$ cat src/rtl/sound_pkg.sv
// Shared types for the sound player: event codes, FSM states and event priority.
// The SOUND_SWEEP_EN build option (descending pitch on EVT_BAD) lives in tone_divider.
package sound_pkg;

  typedef enum logic [1:0] {
    EVT_NONE = 2'd0,
    EVT_MOVE = 2'd1,
    EVT_GOOD = 2'd2,
    EVT_BAD  = 2'd3
  } SOUND_EVT;

  typedef enum logic {
    P_IDLE = 1'b0,
    P_PLAY = 1'b1
  } PLAY_STATE;

  function automatic logic [1:0] evt_prio(input SOUND_EVT e);
    case (e)
      EVT_BAD:  return 2'd3;
      EVT_GOOD: return 2'd2;
      EVT_MOVE: return 2'd1;
      default:  return 2'd0;
    endcase
  endfunction

endpackage

$ cat src/rtl/sound_player_if.sv
// Sound request bus: request strobe with qualifiers in, tone and status out.
// Requests are plain strobes sampled every posedge; there is no ready, a request is either taken or dropped.
interface sound_player_if;
  import sound_pkg::*;

  logic      playSound;
  logic      goodColl;
  logic      badColl;
  logic      speaker;
  logic      busy;
  SOUND_EVT  evt_o;
  PLAY_STATE state_dbg;

  modport master (
    output playSound, goodColl, badColl,
    input  speaker, busy, evt_o, state_dbg
  );

  modport slave (
    input  playSound, goodColl, badColl,
    output speaker, busy, evt_o, state_dbg
  );
endinterface

$ cat src/rtl/tone_divider.sv
// Square-wave generator: load starts a fresh half-period with wave=1.
// With SOUND_SWEEP_EN defined, a swept load stretches the half-period after every toggle.
module tone_divider #(
  parameter int CNT_W = 24
`ifdef SOUND_SWEEP_EN
  , parameter int SWEEP_STEP = 64
`endif
) (
  input  logic             clk,
  input  logic             rst,
  input  logic             load,
`ifdef SOUND_SWEEP_EN
  input  logic             sweep,
`endif
  input  logic [CNT_W-1:0] half_in,
  output logic             wave
);

  logic [CNT_W-1:0] half_cnt;
  logic [CNT_W-1:0] half_q;
  logic             at_end;

  assign at_end = (half_cnt == half_q - CNT_W'(1));

`ifdef SOUND_SWEEP_EN
  logic           sweeping;
  logic [CNT_W:0] half_sum;
  logic [CNT_W-1:0] half_grown;

  // Saturate instead of wrapping so a long note never jumps back to a high pitch.
  assign half_sum   = {1'b0, half_q} + (CNT_W+1)'(SWEEP_STEP);
  assign half_grown = half_sum[CNT_W] ? '1 : half_sum[CNT_W-1:0];

  always_ff @(posedge clk) begin
    if (rst) begin
      sweeping <= 1'b0;
    end else if (load) begin
      sweeping <= sweep;
    end
  end
`endif

  always_ff @(posedge clk) begin
    if (rst) begin
      half_cnt <= '0;
      half_q   <= '0;
      wave     <= 1'b0;
    end else if (load) begin
      half_cnt <= '0;
      half_q   <= half_in;
      wave     <= 1'b1;
    end else if (at_end) begin
      half_cnt <= '0;
      wave     <= ~wave;
`ifdef SOUND_SWEEP_EN
      if (sweeping) half_q <= half_grown;
`endif
    end else begin
      half_cnt <= half_cnt + CNT_W'(1);
    end
  end

endmodule

$ cat src/rtl/sound_player.sv
// Sound request consumer: decodes event priority, runs the note FSM and duration counter.
// Build option SOUND_SWEEP_EN enables the descending sweep on EVT_BAD notes.
module sound_player
  import sound_pkg::*;
#(
  parameter int CNT_W     = 24,
  parameter int MOVE_HALF = 10000,
  parameter int GOOD_HALF = 5000,
  parameter int BAD_HALF  = 20000,
  parameter int MOVE_DUR  = 500000,
  parameter int GOOD_DUR  = 2000000,
  parameter int BAD_DUR   = 4000000
`ifdef SOUND_SWEEP_EN
  , parameter int SWEEP_STEP = 64
`endif
) (
  input  logic           clk,
  input  logic           rst,
  sound_player_if.slave  bus
);

  PLAY_STATE        state, state_next;
  SOUND_EVT         evt_q, evt_next, req_evt;
  logic [CNT_W-1:0] dur_cnt, dur_next, cur_dur, req_half;
  logic             busy_q, accept, last, div_rst, wave;

  always_comb begin
    req_evt    = EVT_NONE;
    req_half   = CNT_W'(MOVE_HALF);
    cur_dur    = CNT_W'(MOVE_DUR);
    accept     = 1'b0;
    last       = 1'b0;
    state_next = state;
    evt_next   = evt_q;
    dur_next   = dur_cnt;

    if (bus.badColl)       req_evt = EVT_BAD;
    else if (bus.goodColl) req_evt = EVT_GOOD;
    else                   req_evt = EVT_MOVE;

    case (req_evt)
      EVT_BAD:  req_half = CNT_W'(BAD_HALF);
      EVT_GOOD: req_half = CNT_W'(GOOD_HALF);
      default:  req_half = CNT_W'(MOVE_HALF);
    endcase

    case (evt_q)
      EVT_BAD:  cur_dur = CNT_W'(BAD_DUR);
      EVT_GOOD: cur_dur = CNT_W'(GOOD_DUR);
      default:  cur_dur = CNT_W'(MOVE_DUR);
    endcase

    // Equal priority retriggers, so a repeat on the final cycle leaves no idle gap.
    accept = bus.playSound &&
             ((state == P_IDLE) || (evt_prio(req_evt) >= evt_prio(evt_q)));
    last   = (state == P_PLAY) && (dur_cnt == cur_dur - CNT_W'(1));

    if (accept) begin
      state_next = P_PLAY;
      evt_next   = req_evt;
      dur_next   = '0;
    end else if (last) begin
      state_next = P_IDLE;
      evt_next   = EVT_NONE;
      dur_next   = '0;
    end else if (state == P_PLAY) begin
      dur_next   = dur_cnt + CNT_W'(1);
    end
  end

  always_ff @(posedge clk) begin
    if (rst) begin
      state   <= P_IDLE;
      evt_q   <= EVT_NONE;
      dur_cnt <= '0;
      busy_q  <= 1'b0;
    end else begin
      state   <= state_next;
      evt_q   <= evt_next;
      dur_cnt <= dur_next;
      busy_q  <= (state_next == P_PLAY);
    end
  end

  // Holding the divider in reset while idle keeps the speaker low between notes.
  assign div_rst = rst || (state_next == P_IDLE);

  tone_divider #(
    .CNT_W      (CNT_W)
`ifdef SOUND_SWEEP_EN
    , .SWEEP_STEP (SWEEP_STEP)
`endif
  ) u_tone (
    .clk     (clk),
    .rst     (div_rst),
    .load    (accept),
`ifdef SOUND_SWEEP_EN
    .sweep   (req_evt == EVT_BAD),
`endif
    .half_in (req_half),
    .wave    (wave)
  );

  assign bus.speaker   = wave;
  assign bus.busy      = busy_q;
  assign bus.evt_o     = evt_q;
  assign bus.state_dbg = state;

endmodule
$ cat src/flat_wrapper.sv
// flat-port wrapper written by rule: the top's interface ports become plain ports
module sound_player_flat import sound_pkg::*;
#(
  parameter int CNT_W     = 24,
  parameter int MOVE_HALF = 10000,
  parameter int GOOD_HALF = 5000,
  parameter int BAD_HALF  = 20000,
  parameter int MOVE_DUR  = 500000,
  parameter int GOOD_DUR  = 2000000,
  parameter int BAD_DUR   = 4000000

)
  (clk, rst, bus_playSound, bus_goodColl, bus_badColl, bus_speaker, bus_busy, bus_evt_o, bus_state_dbg);
  sound_player_if bus_i ();
  input  logic clk;
  input  logic rst;
  input wire logic [$bits(bus_i.playSound)-1:0] bus_playSound;
  input wire logic [$bits(bus_i.goodColl)-1:0] bus_goodColl;
  input wire logic [$bits(bus_i.badColl)-1:0] bus_badColl;
  output wire logic [$bits(bus_i.speaker)-1:0] bus_speaker;
  output wire logic [$bits(bus_i.busy)-1:0] bus_busy;
  output wire logic [$bits(bus_i.evt_o)-1:0] bus_evt_o;
  output wire logic [$bits(bus_i.state_dbg)-1:0] bus_state_dbg;
  assign bus_i.playSound = bus_playSound;
  assign bus_i.goodColl = bus_goodColl;
  assign bus_i.badColl = bus_badColl;
  assign bus_speaker = bus_i.speaker;
  assign bus_busy = bus_i.busy;
  assign bus_evt_o = bus_i.evt_o;
  assign bus_state_dbg = bus_i.state_dbg;
  sound_player #(.CNT_W(CNT_W), .MOVE_HALF(MOVE_HALF), .GOOD_HALF(GOOD_HALF), .BAD_HALF(BAD_HALF), .MOVE_DUR(MOVE_DUR), .GOOD_DUR(GOOD_DUR), .BAD_DUR(BAD_DUR)) u_core (.clk(clk), .rst(rst), .bus(bus_i));
endmodule
$ cat config.mk
export PLATFORM = sky130hd
export DESIGN_NAME = sound_player_flat
export DESIGN_NICKNAME = d
export VERILOG_FILES = /design/src/rtl/sound_pkg.sv /design/src/rtl/sound_player_if.sv /design/src/rtl/tone_divider.sv /design/src/rtl/sound_player.sv /design/src/flat_wrapper.sv
export SDC_FILE = /design/constraint.sdc
export NUM_CORES = 1
export LEC_CHECK = 0
export CORE_ASPECT_RATIO = 1.75
export CORE_MARGIN = 2
export CORE_UTILIZATION = 55
export CTS_CLUSTER_DIAMETER = 30
export DETAILED_ROUTE_END_ITERATION = 12
export GPL_TIMING_DRIVEN = 0
export PLACE_DENSITY = 0.85
export SETUP_SLACK_MARGIN = 0.02
export SYNTH_ARGS = -nofsm -noshare
export SYNTH_HDL_FRONTEND = slang
export SYNTH_HIERARCHICAL = 1
export SYNTH_SLANG_ARGS = --single-unit
$ cat constraint.sdc
create_clock -name clk -period 2.66 [get_ports clk]
set_input_delay 0.532 -clock clk [delete_from_list [all_inputs] [get_ports clk]]
set_output_delay 0.532 -clock clk [all_outputs]
set_load 0.01 [all_outputs]
==> summary.md <==
| Metric | Value |
|---|---|
| Ports | 10 |
| Post-Place Cells | 607 |
| Status | finished with violations |
| Synth Instances | 498 |
| Filler cells | 547 |
| Finished Layout Cells | 635 |
| Post-synth top cells | dfxtp_1, nor2_1, xnor2_1 |
| Hold-fix buffers, CTS | 0 |
| WHS | 0.495 ns |
| HP Class | flip-flop to flip-flop |
| Clk sink count | 76 |
| TritonCTS clock tree | yes |
| Die width | 70.6 um |
| Peak VDD IR | 0.000514 V |
| Area contributors post-synth | dfxtp_1, xnor2_1, xor2_1 |
| Reg power frac | 38.7% |
| Num CTS Buffers | 9 |
| Vias | 3837 |
| Global-route wire length before repair | 17300 um |
| Largest net degree at the start of global routing | 13 |
| Final hold vios | 0 |
| Mean Syn Cell Area | 8.59 um2 |
| Final Cell Area | 5260 um2 |
| GR Overflow Total | 0 |
| DRT iter0 DRCs | 217 |
| CP Data Required Time | 2.92 ns |
| Worst-Skew Late Latency | 0.33 ns |
| Clk_skew | 0.00649 ns |
| Crit. End Element | flip-flop |
| Post-synth ARST share | 0% |
| Core box area | 7570 um2 |
| Yosys top cell area share | 35.6% |
| Port Buffers | 9 |
| Dpl ws | -0.656 ns |
| Worst Slack Setup Final | -0.193 ns |
| DR vias/cell | 6.04 |
| Vias in the first global route | 3791 |
| Seq/Total Area, Yosys | 35.6% |
| Max-slew violations | 0 |
| Area Overhead vs Synth | 22.9% |
| Final Net Count | 555 |
| Crit Path Class | flip-flop to flip-flop |
| DRC viols | 0 |
| Hpwl dp | 7260 um |
| CP max FO | 7 |
| WL/cell | 17.7 um |
| Clock network fraction of design power | 41.3% |
| Root buf cell | clkbuf_16 |
| Top-count cell post-synth | dfxtp_1 |
| Switch share | 26.9% |
| Synthesized flop and latch total | 76 |
| Unrepaired setup endpoints after global routing | true |
| Synthesized cell area | 4280 um2 |
| Layout cells sized above 1 | 19.6% |
| PwrDens | 610 nW/um2 |
| Period minus WS final | 2.85 ns |
| Ys Warns | 6 |
| DP Area | 4540 um2 |
| Failing checks | setup timing |
| Measured slew at the worst slew-check pin | 0.712 ns |
| # Max-Cap Violations | 0 |
| Initial Util | 56.5% |
| Initial antenna violation count | 0 |
| Ratio of final minimum period to clock period | 107% |
| H-tree Lvls | 3 |
| Die area | 8520 um2 |
| ANT cells | 0 |
| Num rows | 42 |
| Post-synth EDFFs | 0 |
| Leakage power | 1.92 nW |
| Internal Power | 2.35 mW |
| Die height | 121 um |
| Primary FF master, synth | dfxtp_1 |
| Dominant cell type by area after synthesis | dfxtp_1 |
| Bufs on Longest Clock Path | 2 |
| Clk pin slew, worst setup/hold paths | 0.06 ns |
| Fin util | 69.4% |
| Overall routing resource usage | 25.7% |
| Final ANT Viol Nets | 0 |
| Sw Pwr | 0.862 mW |
| Drt total wl | 11200 um |
| Fmax | 0.350 GHz |
| Routability cong. | 0.930 |
| Arrival @ worst endpoint | 3.11 ns |
| Setup Viol. Count Final | 25 |
| CP Launch Type | flip-flop |
| Post-synth cell types | 60 |
| Relative slew slack | 52.1% |
| TritonRoute pass-1 iters | 5 |
| Gate power share | 20.0% |
## kinds of logic (layout without fill, tap and decap cells)
kind of cell | Yosys count | count (layout) | share of synthesized area [%]
simple gates | 218 | 218 | 27.6
flops | 76 | 76 | 35.6
xor+xnor | 75 | 75 | 15.4
buf+inv | 49 | 86 | 4.89
compound gates | 46 | 46 | 8.52
mux | 25 | 25 | 5.85
fa+ha+maj | 7 | 7 | 2.05
other cells | 2 | 14 | 0.176
## flip-flops by register name, summed over array words and instances (netlist names)
signal / count
u_core/bus.evt_o: 2
u_core/u_tone/half_cnt: 24
u_core/dur_cnt: 24
u_core/u_tone/wave: 1
u_core/u_tone/half_q: 24
u_core/bus.busy: 1
## area by class of cell
class / count / area (um2) / area share (%)
Buffer: 19 / 116 / 2.21
Clock buffer: 11 / 253 / 4.81
Clock inverter: 4 / 72.6 / 1.38
Inverter: 22 / 86.3 / 1.64
Multi-Input combinational cell: 385 / 2820 / 53.6
Sequential cell: 76 / 1540 / 29.2
Tap cell: 88 / 110 / 2.10
Timing Repair Buffer: 29 / 255 / 4.86
Timing Repair inverter: 1 / 7.51 / 0.143
## critical path: stages, from the launching register on
cell	delay [ns]
dfxtp_1	0.44
nor3_4	0.35
nand4_1	0.25
buf_4	0.21
a2111oi_4	0.19
nor2_1	0.07
or4_4	0.56
or4_1	0.55
a31oi_1	0.14
## placed cells by master (no fill, tap or decap), types with 3 or more instances in the layout
cell type / netlist / final
nand3_1: 14 / 14
dfxtp_2: 0 / 3
nand2_1: 22 / 21
nor2_2: 0 / 17
or4_4: 3 / 3
ha_1: 7 / 6
inv_1: 22 / 21
nand2b_1: 6 / 5
o32ai_1: 3 / 3
nand4_1: 20 / 20
and4_1: 5 / 4
o31ai_1: 3 / 3
nor2_1: 73 / 54
buf_6: 1 / 6
conb_1: 2 / 14
clkdlybuf4s50_1: 0 / 9
clkbuf_1: 22 / 9
nor3_4: 0 / 3
dfxtp_1: 76 / 70
xor2_1: 34 / 33
or3_4: 0 / 3
nor4b_4: 1 / 3
xnor2_1: 41 / 41
buf_4: 1 / 18
mux2i_1: 25 / 25
a21oi_1: 9 / 9
nor4_1: 9 / 7
clkbuf_16: 0 / 9
clkinvlp_4: 0 / 3
and3_1: 5 / 5
a211o_1: 4 / 4
nor3_1: 34 / 32
o21ai_0: 6 / 5
dfxtp_4: 0 / 3
## per-stage QoR
stage          TNS, ns  power [mW]
4_1_cts          -1.80        3.14
6_report         -3.85        3.21
3_3_place_gp    -32.87        1.72
2_1_floorplan        0        1.62
5_1_grt          -6.18        3.31
3_5_place_dp    -36.94        1.74
## layer usage
metal  track usage [%]  up-vias  wire, um  part of all wire [%]
met5                 0        -         0                     0
met4              16.7        0       549                   4.9
met3              4.33       54       366                   3.3
met2              49.8      137      6310                    56
met1              23.9     1834      3990                    36
li1                  -     1812         -                     -
## final timing paths
path	startpoint	endpoint	slack [ns]	depth (start not counted)
hold / removal	u_core/u_tone/half_cnt[0]	u_core/u_tone/half_cnt[0]	0.50	1
hold reg to reg	u_core/u_tone/half_cnt[0]	u_core/u_tone/half_cnt[0]	0.50	1
setup reg to reg	u_core/u_tone/half_q[7]	u_core/u_tone/wave	-0.19	8
setup / recovery	u_core/u_tone/half_q[7]	u_core/u_tone/wave	-0.19	8
## power groups by stage
| stage | combinational [mW] | sequential (mW) | clock, mW |
|---|---|---|---|
| after detailed placement | 0.486 | 1.25 | 0 |
| final | 0.642 | 1.24 | 1.32 |
| after global placement | 0.472 | 1.25 | 0 |
| after global routing | 0.682 | 1.25 | 1.38 |
| after floorplan | 0.377 | 1.24 | 0 |
| after CTS | 0.562 | 1.23 | 1.34 |
## repair_timing
| action | 4_1_cts | 5_1_grt |
|---|---|---|
| endpoints found under the setup margin | 65 | 57 |
| gates cloned | 2 | 1 |
| buffers inserted | 7 | 11 |
| gates resized for setup | 43 | 38 |
| pin swaps | 31 | 12 |
(Power assumes the default switching activity.)
